===== src/rtl/reduction_tree_ctrl_if.sv =====
// Host/datapath handshake bundle for the reduction tree sequencer.
// Latency: none, wires only.
// Backpressure: carries in_valid/in_ready and out_valid/out_ready pairs.
interface reduction_tree_ctrl_if #(
    parameter int CNT_W = 16
);
    logic             start;
    logic [CNT_W-1:0] num_ops;
    logic             abort;
    logic             busy;
    logic             done;
    logic             in_valid;
    logic             in_ready;
    logic [CNT_W-1:0] in_idx;
    logic             fp_en;
    logic             out_valid;
    logic             out_ready;
    logic [CNT_W-1:0] out_idx;

    // Host / operand source / result sink side
    modport master (
        output start, num_ops, abort, in_valid, out_ready,
        input  busy, done, in_ready, in_idx, fp_en, out_valid, out_idx
    );

    // Sequencer side
    modport slave (
        input  start, num_ops, abort, in_valid, out_ready,
        output busy, done, in_ready, in_idx, fp_en, out_valid, out_idx
    );
endinterface


===== src/rtl/reduction_tree_ctrl.sv =====
// Sequencer for the 64-lane multiply/adder-tree dot-product datapath.
// Latency: operands accepted at edge t give a result in cycle t+LAT (LAT = MUL_LAT+6*ADD_LAT).
// Backpressure: out_valid && !out_ready drops fp_en, freezing datapath, tracking SR and input.
module reduction_tree_ctrl #(
    parameter int MUL_LAT = 3,
    parameter int ADD_LAT = 3,
    parameter int CNT_W   = 16
) (
    input  logic                  clk,
    input  logic                  rst,
    reduction_tree_ctrl_if.slave  bus
);
    localparam int LAT = MUL_LAT + 6 * ADD_LAT;
    localparam logic [CNT_W-1:0] ONE = CNT_W'(1);

    typedef enum logic [1:0] {
        IDLE  = 2'd0,
        RUN   = 2'd1,
        DRAIN = 2'd2,
        DONE  = 2'd3
    } state_t;

    state_t state_q, state_d;

    logic [CNT_W-1:0]          num_ops_q;
    logic [CNT_W-1:0]          issued_q;
    logic [CNT_W-1:0]          retired_q;
    logic [LAT-1:0]            vld_sr;
    logic [LAT-1:0][CNT_W-1:0] tag_sr;

    logic out_valid;
    logic fp_en;
    logic in_ready;
    logic accept;
    logic retire;
    logic last_issue;
    logic last_retire;
    logic load_job;
    logic clear_job;

    // The tail of the tracking SR lines up with the datapath output stage.
    assign out_valid   = vld_sr[LAT-1];
    assign fp_en       = !(out_valid && !bus.out_ready);
    assign in_ready    = (state_q == RUN) && (issued_q < num_ops_q) && fp_en;
    assign accept      = bus.in_valid && in_ready;
    assign retire      = out_valid && bus.out_ready;
    assign last_issue  = accept && ((issued_q + ONE) == num_ops_q);
    assign last_retire = retire && ((retired_q + ONE) == num_ops_q);

    assign bus.out_valid = out_valid;
    assign bus.out_idx   = tag_sr[LAT-1];
    assign bus.fp_en     = fp_en;
    assign bus.in_ready  = in_ready;
    assign bus.in_idx    = issued_q;
    assign bus.busy      = (state_q == RUN) || (state_q == DRAIN);
    assign bus.done      = (state_q == DONE);

    // State register.
    always_ff @(posedge clk or posedge rst) begin
        if (rst) begin
            state_q <= IDLE;
        end else begin
            state_q <= state_d;
        end
    end

    // Job sequencing: start is only seen in IDLE, abort only in RUN/DRAIN.
    always_comb begin
        state_d   = state_q;
        load_job  = 1'b0;
        clear_job = 1'b0;
        case (state_q)
            IDLE: begin
                if (bus.start) begin
                    load_job = 1'b1;
                    state_d  = (bus.num_ops == '0) ? DONE : RUN;
                end
            end
            RUN: begin
                if (bus.abort) begin
                    clear_job = 1'b1;
                    state_d   = IDLE;
                end else if (last_issue) begin
                    state_d = DRAIN;
                end
            end
            DRAIN: begin
                if (bus.abort) begin
                    clear_job = 1'b1;
                    state_d   = IDLE;
                end else if (last_retire) begin
                    state_d = DONE;
                end
            end
            DONE: begin
                state_d = IDLE;
            end
            default: begin
                state_d = IDLE;
            end
        endcase
    end

    // Job size latch and issue/retire counters; accept and retire may both land in one cycle.
    always_ff @(posedge clk or posedge rst) begin
        if (rst) begin
            num_ops_q <= '0;
            issued_q  <= '0;
            retired_q <= '0;
        end else if (load_job) begin
            num_ops_q <= bus.num_ops;
            issued_q  <= '0;
            retired_q <= '0;
        end else if (clear_job) begin
            issued_q  <= '0;
            retired_q <= '0;
        end else begin
            if (accept) begin
                issued_q <= issued_q + ONE;
            end
            if (retire && (retired_q < num_ops_q)) begin
                retired_q <= retired_q + ONE;
            end
        end
    end

    // Valid tracking: advances with the datapath; abort marks everything in flight invalid.
    always_ff @(posedge clk or posedge rst) begin
        if (rst) begin
            vld_sr <= '0;
        end else if (clear_job) begin
            vld_sr <= '0;
        end else if (fp_en) begin
            vld_sr <= {vld_sr[LAT-2:0], accept};
        end
    end

    // Tag tracking: op index travels alongside its operands.
    always_ff @(posedge clk or posedge rst) begin
        if (rst) begin
            tag_sr <= '0;
        end else if (fp_en) begin
            tag_sr <= {tag_sr[LAT-2:0], issued_q};
        end
    end
endmodule

===== src/flat_wrapper.sv =====
// flat-port wrapper written by rule: the top's interface ports become plain ports
module reduction_tree_ctrl_flat 
#(
    parameter int MUL_LAT = 3,
    parameter int ADD_LAT = 3,
    parameter int CNT_W   = 16
)
  (clk, rst, bus_start, bus_num_ops, bus_abort, bus_in_valid, bus_out_ready, bus_busy, bus_done, bus_in_ready, bus_in_idx, bus_fp_en, bus_out_valid, bus_out_idx);
  reduction_tree_ctrl_if #(.CNT_W(CNT_W)) bus_i ();
  input  logic clk;
  input  logic rst;
  input wire logic [$bits(bus_i.start)-1:0] bus_start;
  input wire logic [$bits(bus_i.num_ops)-1:0] bus_num_ops;
  input wire logic [$bits(bus_i.abort)-1:0] bus_abort;
  input wire logic [$bits(bus_i.in_valid)-1:0] bus_in_valid;
  input wire logic [$bits(bus_i.out_ready)-1:0] bus_out_ready;
  output wire logic [$bits(bus_i.busy)-1:0] bus_busy;
  output wire logic [$bits(bus_i.done)-1:0] bus_done;
  output wire logic [$bits(bus_i.in_ready)-1:0] bus_in_ready;
  output wire logic [$bits(bus_i.in_idx)-1:0] bus_in_idx;
  output wire logic [$bits(bus_i.fp_en)-1:0] bus_fp_en;
  output wire logic [$bits(bus_i.out_valid)-1:0] bus_out_valid;
  output wire logic [$bits(bus_i.out_idx)-1:0] bus_out_idx;
  assign bus_i.start = bus_start;
  assign bus_i.num_ops = bus_num_ops;
  assign bus_i.abort = bus_abort;
  assign bus_i.in_valid = bus_in_valid;
  assign bus_i.out_ready = bus_out_ready;
  assign bus_busy = bus_i.busy;
  assign bus_done = bus_i.done;
  assign bus_in_ready = bus_i.in_ready;
  assign bus_in_idx = bus_i.in_idx;
  assign bus_fp_en = bus_i.fp_en;
  assign bus_out_valid = bus_i.out_valid;
  assign bus_out_idx = bus_i.out_idx;
  reduction_tree_ctrl #(.MUL_LAT(MUL_LAT), .ADD_LAT(ADD_LAT), .CNT_W(CNT_W)) u_core (.clk(clk), .rst(rst), .bus(bus_i));
endmodule

===== config.mk =====
export PLATFORM = sky130hd
export DESIGN_NAME = reduction_tree_ctrl_flat
export DESIGN_NICKNAME = d
export VERILOG_FILES = /design/src/rtl/reduction_tree_ctrl_if.sv /design/src/rtl/reduction_tree_ctrl.sv /design/src/flat_wrapper.sv
export SDC_FILE = /design/constraint.sdc
export NUM_CORES = 1
export LEC_CHECK = 0
export BUFFER_PORTS_ARGS = -buffer_cell sky130_fd_sc_hd__buf_2
export CAP_MARGIN = 25
export CORE_MARGIN = 1
export CORE_UTILIZATION = 30
export CTS_BUF_LIST = sky130_fd_sc_hd__clkbuf_16
export DETAILED_ROUTE_END_ITERATION = 10
export GPL_ROUTABILITY_DRIVEN = 1
export PLACE_DENSITY = 0.5
export SETUP_SLACK_MARGIN = 0.2
export SYNTH_ARGS = -nofsm -noshare
export SYNTH_HDL_FRONTEND = slang
export SYNTH_SLANG_ARGS = --single-unit

===== constraint.sdc =====
create_clock -name clk -period 19 [get_ports clk]
set_input_delay 3.8 -clock clk [delete_from_list [all_inputs] [get_ports clk]]
set_output_delay 3.8 -clock clk [all_outputs]
set_load 0.01 [all_outputs]

After elaboration in Yosys (flattened, before gate mapping)
Cells that the tools add are included.
Widths: inputs -> output; s select.
- output and inout port bits: 37
- register bits after elaboration: 407
- input bits: 22
- order comparisons: 2
- mux-type cells: 19
- add/subtract/negate cells: 2
- reduce and logical (&&, ||, !) cells: 17
- equal/unequal tests: 9
- operators by type and width (operator ; count):
    $mux 16 ; 6
    $mux 21 ; 2
    $add 16x1->16 const B ; 2
    $eq 16x16->1 ; 2
    $lt 16x16->1 ; 2
    $logic_not 16->1 ; 1
    $mux 2 ; 6
    $logic_and 1x1->1 ; 8
    $pmux 2 s4 ; 1
    $ne 3x2->1 const B ; 2
    $reduce_bool 3->1 ; 2
    $eq 2x2->1 const B ; 2
    $mux 1 ; 4
    $reduce_and 3->1 ; 1
    $eq 2x1->1 const B ; 1
    $logic_not 1->1 ; 2
    $logic_not 2->1 ; 1
    $ne 2x1->1 const B ; 1
    $ne 2x2->1 const B ; 1
    $reduce_or 2->1 ; 1
    $logic_or 1x1->1 ; 1

Longest topological paths before layout
- depth after elaboration: 9
- depth in mapped cells: 12
- gate-level depth less buffers: 10

Least setup slack after synthesis
No wires, ideal clock.
- path kind: input to output
- start point: input port bus_out_ready
- end point: output port bus_fp_en
- arrival time: 4.632 ns
- slack: 10.568 ns
- buffers on the path: 3
- stages on the path: 5
- path through: nor2b_1 buf_2 inv_1 clkbuf_1 clkbuf_1
- word-level cells in the longest chain between the ends: 3
- RTL lines (item ; line ; text):
    start: declaration ; flat_wrapper.sv:16 ; input wire logic [$bits(bus_i.out_ready)-1:0] bus_out_ready;
    $logic_not 1->1 ; reduction_tree_ctrl.sv:43 ; assign fp_en = !(out_valid && !bus.out_ready);
    $logic_and 1x1->1 ; reduction_tree_ctrl.sv:43 ;
    $logic_not 1->1 ; reduction_tree_ctrl.sv:43 ;
    end: declaration ; flat_wrapper.sv:21 ; output wire logic [$bits(bus_i.fp_en)-1:0] bus_fp_en;
Every way passes these cells.

Worst setup path in the final report
Same ends and word-level chain as after synthesis.

==> flow_summary.json <==
{
  "layout_setup_ws_ns": 9.77,
  "final_area_um2": 20000,
  "setup_tns_ns": 0,
  "arrival_ns": 5.43,
  "grt-ovfl-total": 0,
  "critPathTopFamily": "buffers and inverters",
  "cts_resized": 0,
  "die_area_um2": 59400,
  "rsz0062_at_grt": "false",
  "cts.sinks": 407,
  "syn2layout_area_growth_pct": 13.9,
  "totalWireLength_mm": 35.5,
  "cpMostUsedCell": "buf_2",
  "yosysTopAreaCellShare": 0.581,
  "htreeDepth": 2,
  "fillers": 6045,
  "cts_setup_buffers": 0,
  "async_flop_share": 1.00,
  "drt-vias-per-instance": 4.48,
  "clkTransAtPathRegs_ns": 0.06,
  "worstMarginPinSlew_ns": 0.995,
  "syn-cell-area_um2": 17500,
  "synth_top_area_cell": "dfrtp_1",
  "die_y_um": 244,
  "grt_pass1_vias": 12455,
  "hold_buffers": 0,
  "yosys_most_used_dff": "dfrtp_1",
  "final_antenna_net_count": 0,
  "slew_violations": 0,
  "grt_pass1_wl_mm": 61.7,
  "post-place-ws_ns": 9.74,
  "drtPass1Iterations": 6,
  "postPlaceCellArea_um2": 18400,
  "grt_start_max_net_pins": 108,
  "vias": 12518,
  "worstPathCellList": "buf_2 > nor2b_4 > buf_4 > inv_8 > buf_2",
  "dpl.hpwl_mm": 21.6,
  "ys_types": 61,
  "final_cell_mix": "nand2_1 (1071), dfrtp_1 (407), buf_2 (58)",
  "skew_ns": 0.0273,
  "cts_root_buf": "clkbuf_16",
  "drcViolationCount": 0,
  "finalSetupViolations": 0,
  "antenna_found_initial": 0,
  "start_kind": "primary input",
  "yosys-top-cells-area": "dfrtp_1 (58%), nand2_1 (23%), ha_1 (2.8%), xnor2_1 (2.6%), clkbuf_1 (1.9%)",
  "routedWlPerCell_um": 12.7,
  "irDropWorstVdd_mv": 0.0939,
  "avgSynthCellArea_um2": 8.83,
  "layout-drive-gt1-share": 0.0794,
  "final_common_cell": "nand2_1",
  "seq_area_um2": 10200,
  "fmax_mhz": 108,
  "diodes": 0,
  "max_slew_margin": 0.337,
  "holdCritPathClass": "reg2reg",
  "cts_buffers": 45,
  "crit_fanout": 92,
  "cp.required_ns": 15.20,
  "coreArea_um2": 57700,
  "p_leak_nw": 10.7,
  "endpoint_kind": "output port",
  "clockBufferDepth": 3,
  "cts_tree": "done",
  "power_density_nw_per_um2": 105,
  "seq_area_frac_synth": 0.581,
  "path_buf_inv": 4,
  "multi_input_area_um2": 6730,
  "synthCells": 1986,
  "gp_congestion": 0.865,
  "status": "finished clean",
  "row_count": 88,
  "initial_utilization": 0.304,
  "slowest_stage": "buf_4",
  "die_x_um": 244,
  "first_iter_violations": 1074,
  "io_pins": 59,
  "min_period_ns": 9.23,
  "maxCapViolations": 0,
  "synth_seq_cells": 407,
  "min_period_over_period": 0.486,
  "yosys_warnings": 0,
  "critical_path_class": "in2out",
  "grt_use_total": 0.123,
  "synth_enable_flop_cells": 0,
  "portBuffers": 58,
  "final_nets": 2053,
  "clk_latency_ns": 0.58,
  "slowest_delay_ns": 0.65,
  "hold_viol_final": 0,
  "synth_nets": 2047
}
-- state kept, by name, summed over array words and instances (netlist names) --
signal              flops
u_core.bus.in_idx      16
u_core.bus.out_idx     16
u_core.num_ops_q       16
u_core.retired_q       16
u_core.state_q          2
u_core.tag_sr         320
u_core.vld_sr          21
-- Yosys cell counts, types with 4 or more instances --
master / count
a21o_1: 4
a21oi_1: 41
and3_1: 5
and4_1: 5
buf_2: 9
buf_4: 17
clkbuf_1: 88
dfrtp_1: 407
ha_1: 39
inv_1: 28
mux2_2: 16
nand2_1: 1071
nand3_1: 11
nand4_1: 10
nor2_1: 48
nor2b_1: 5
nor3_1: 20
nor4_1: 12
o211ai_1: 5
o21ai_0: 18
or3_1: 10
xnor2_1: 53
xor2_1: 10
-- report_power, final --
group	internal (W)	leakage [nW]	switching [W]
clock	0.000475	0.726	0.000353
sequential	0.000924	5.63	0.0000644
combinational	0.000117	4.31	0.000168
total	0.00152	10.7	0.000585
-- per-stage QoR --
| stage | cells | total power [W] | util | hold WS, ns |
|---|---|---|---|---|
| after floorplan | 1986 | 0.00120 | - | 0.439 |
| after global placement | 2704 | 0.00128 | 0.319 | 0.448 |
| after detailed placement | 2705 | 0.00129 | 0.319 | 0.455 |
| after CTS | 2787 | 0.00214 | 0.344 | 0.437 |
| after global routing | 2792 | 0.00222 | 0.346 | 0.447 |
| final | 2792 | 0.00210 | 0.346 | 0.444 |
-- worst reg2reg max path: stages, from the launching register on --
cell and delay (ns):
dfrtp_1 0.51, inv_1 0.13, ha_1 0.33, nand3_1 0.09, or3_1 0.38, a31oi_1 0.24
o21a_1 0.18, or3b_1 0.62, nor4b_2 0.17, o31ai_1 0.48, mux2_4 0.35
-- layout make-up --
class,count,area share
Sequential cell,407,0.510
Clock buffer,45,0.0564
Inverter,29,0.00620
Clock inverter,37,0.0149
Multi-Input combinational cell,1432,0.337
Tap cell,765,0.0479
Timing Repair Buffer,77,0.0277
-- per-layer routing --
metal,vias to the layer above,GRT usage,share of wire
met3,66,0.0227,0.044
met2,200,0.192,0.45
met4,0,0.0471,0.027
li1,6238,-,-
met5,-,0,0
met1,6014,0.168,0.48
-- final timing paths --
kind | slack, ns | cells past startpoint | to | start
worst max-delay path | 9.77 | 5 | bus_fp_en | bus_out_ready
worst min-delay path | 0.44 | 2 | u_core.tag_sr[138] | u_core.tag_sr[122]
worst max register to register | 15.42 | 10 | u_core.state_q[0] | u_core.num_ops_q[10]
worst min register to register | 0.44 | 2 | u_core.tag_sr[138] | u_core.tag_sr[122]
max in group asynchronous | 13.75 | 6 | u_core.num_ops_q[7] | rst
min in group asynchronous | 3.34 | 2 | u_core.bus.out_idx[2] | rst
-- logic make-up after synthesis --
kind of cell               Yosys count  share of synthesized area
muxes                               20                     0.0128
and+or+nand+nor                   1214                      0.276
xor gates and xnor gates            63                     0.0315
DFF                                407                      0.581
buffers and inverters              147                     0.0363
adders and majority gates           39                     0.0278
AOI/OAI and AO/OA                   96                     0.0350
Note: power is estimated with default switching activity, not from simulation.
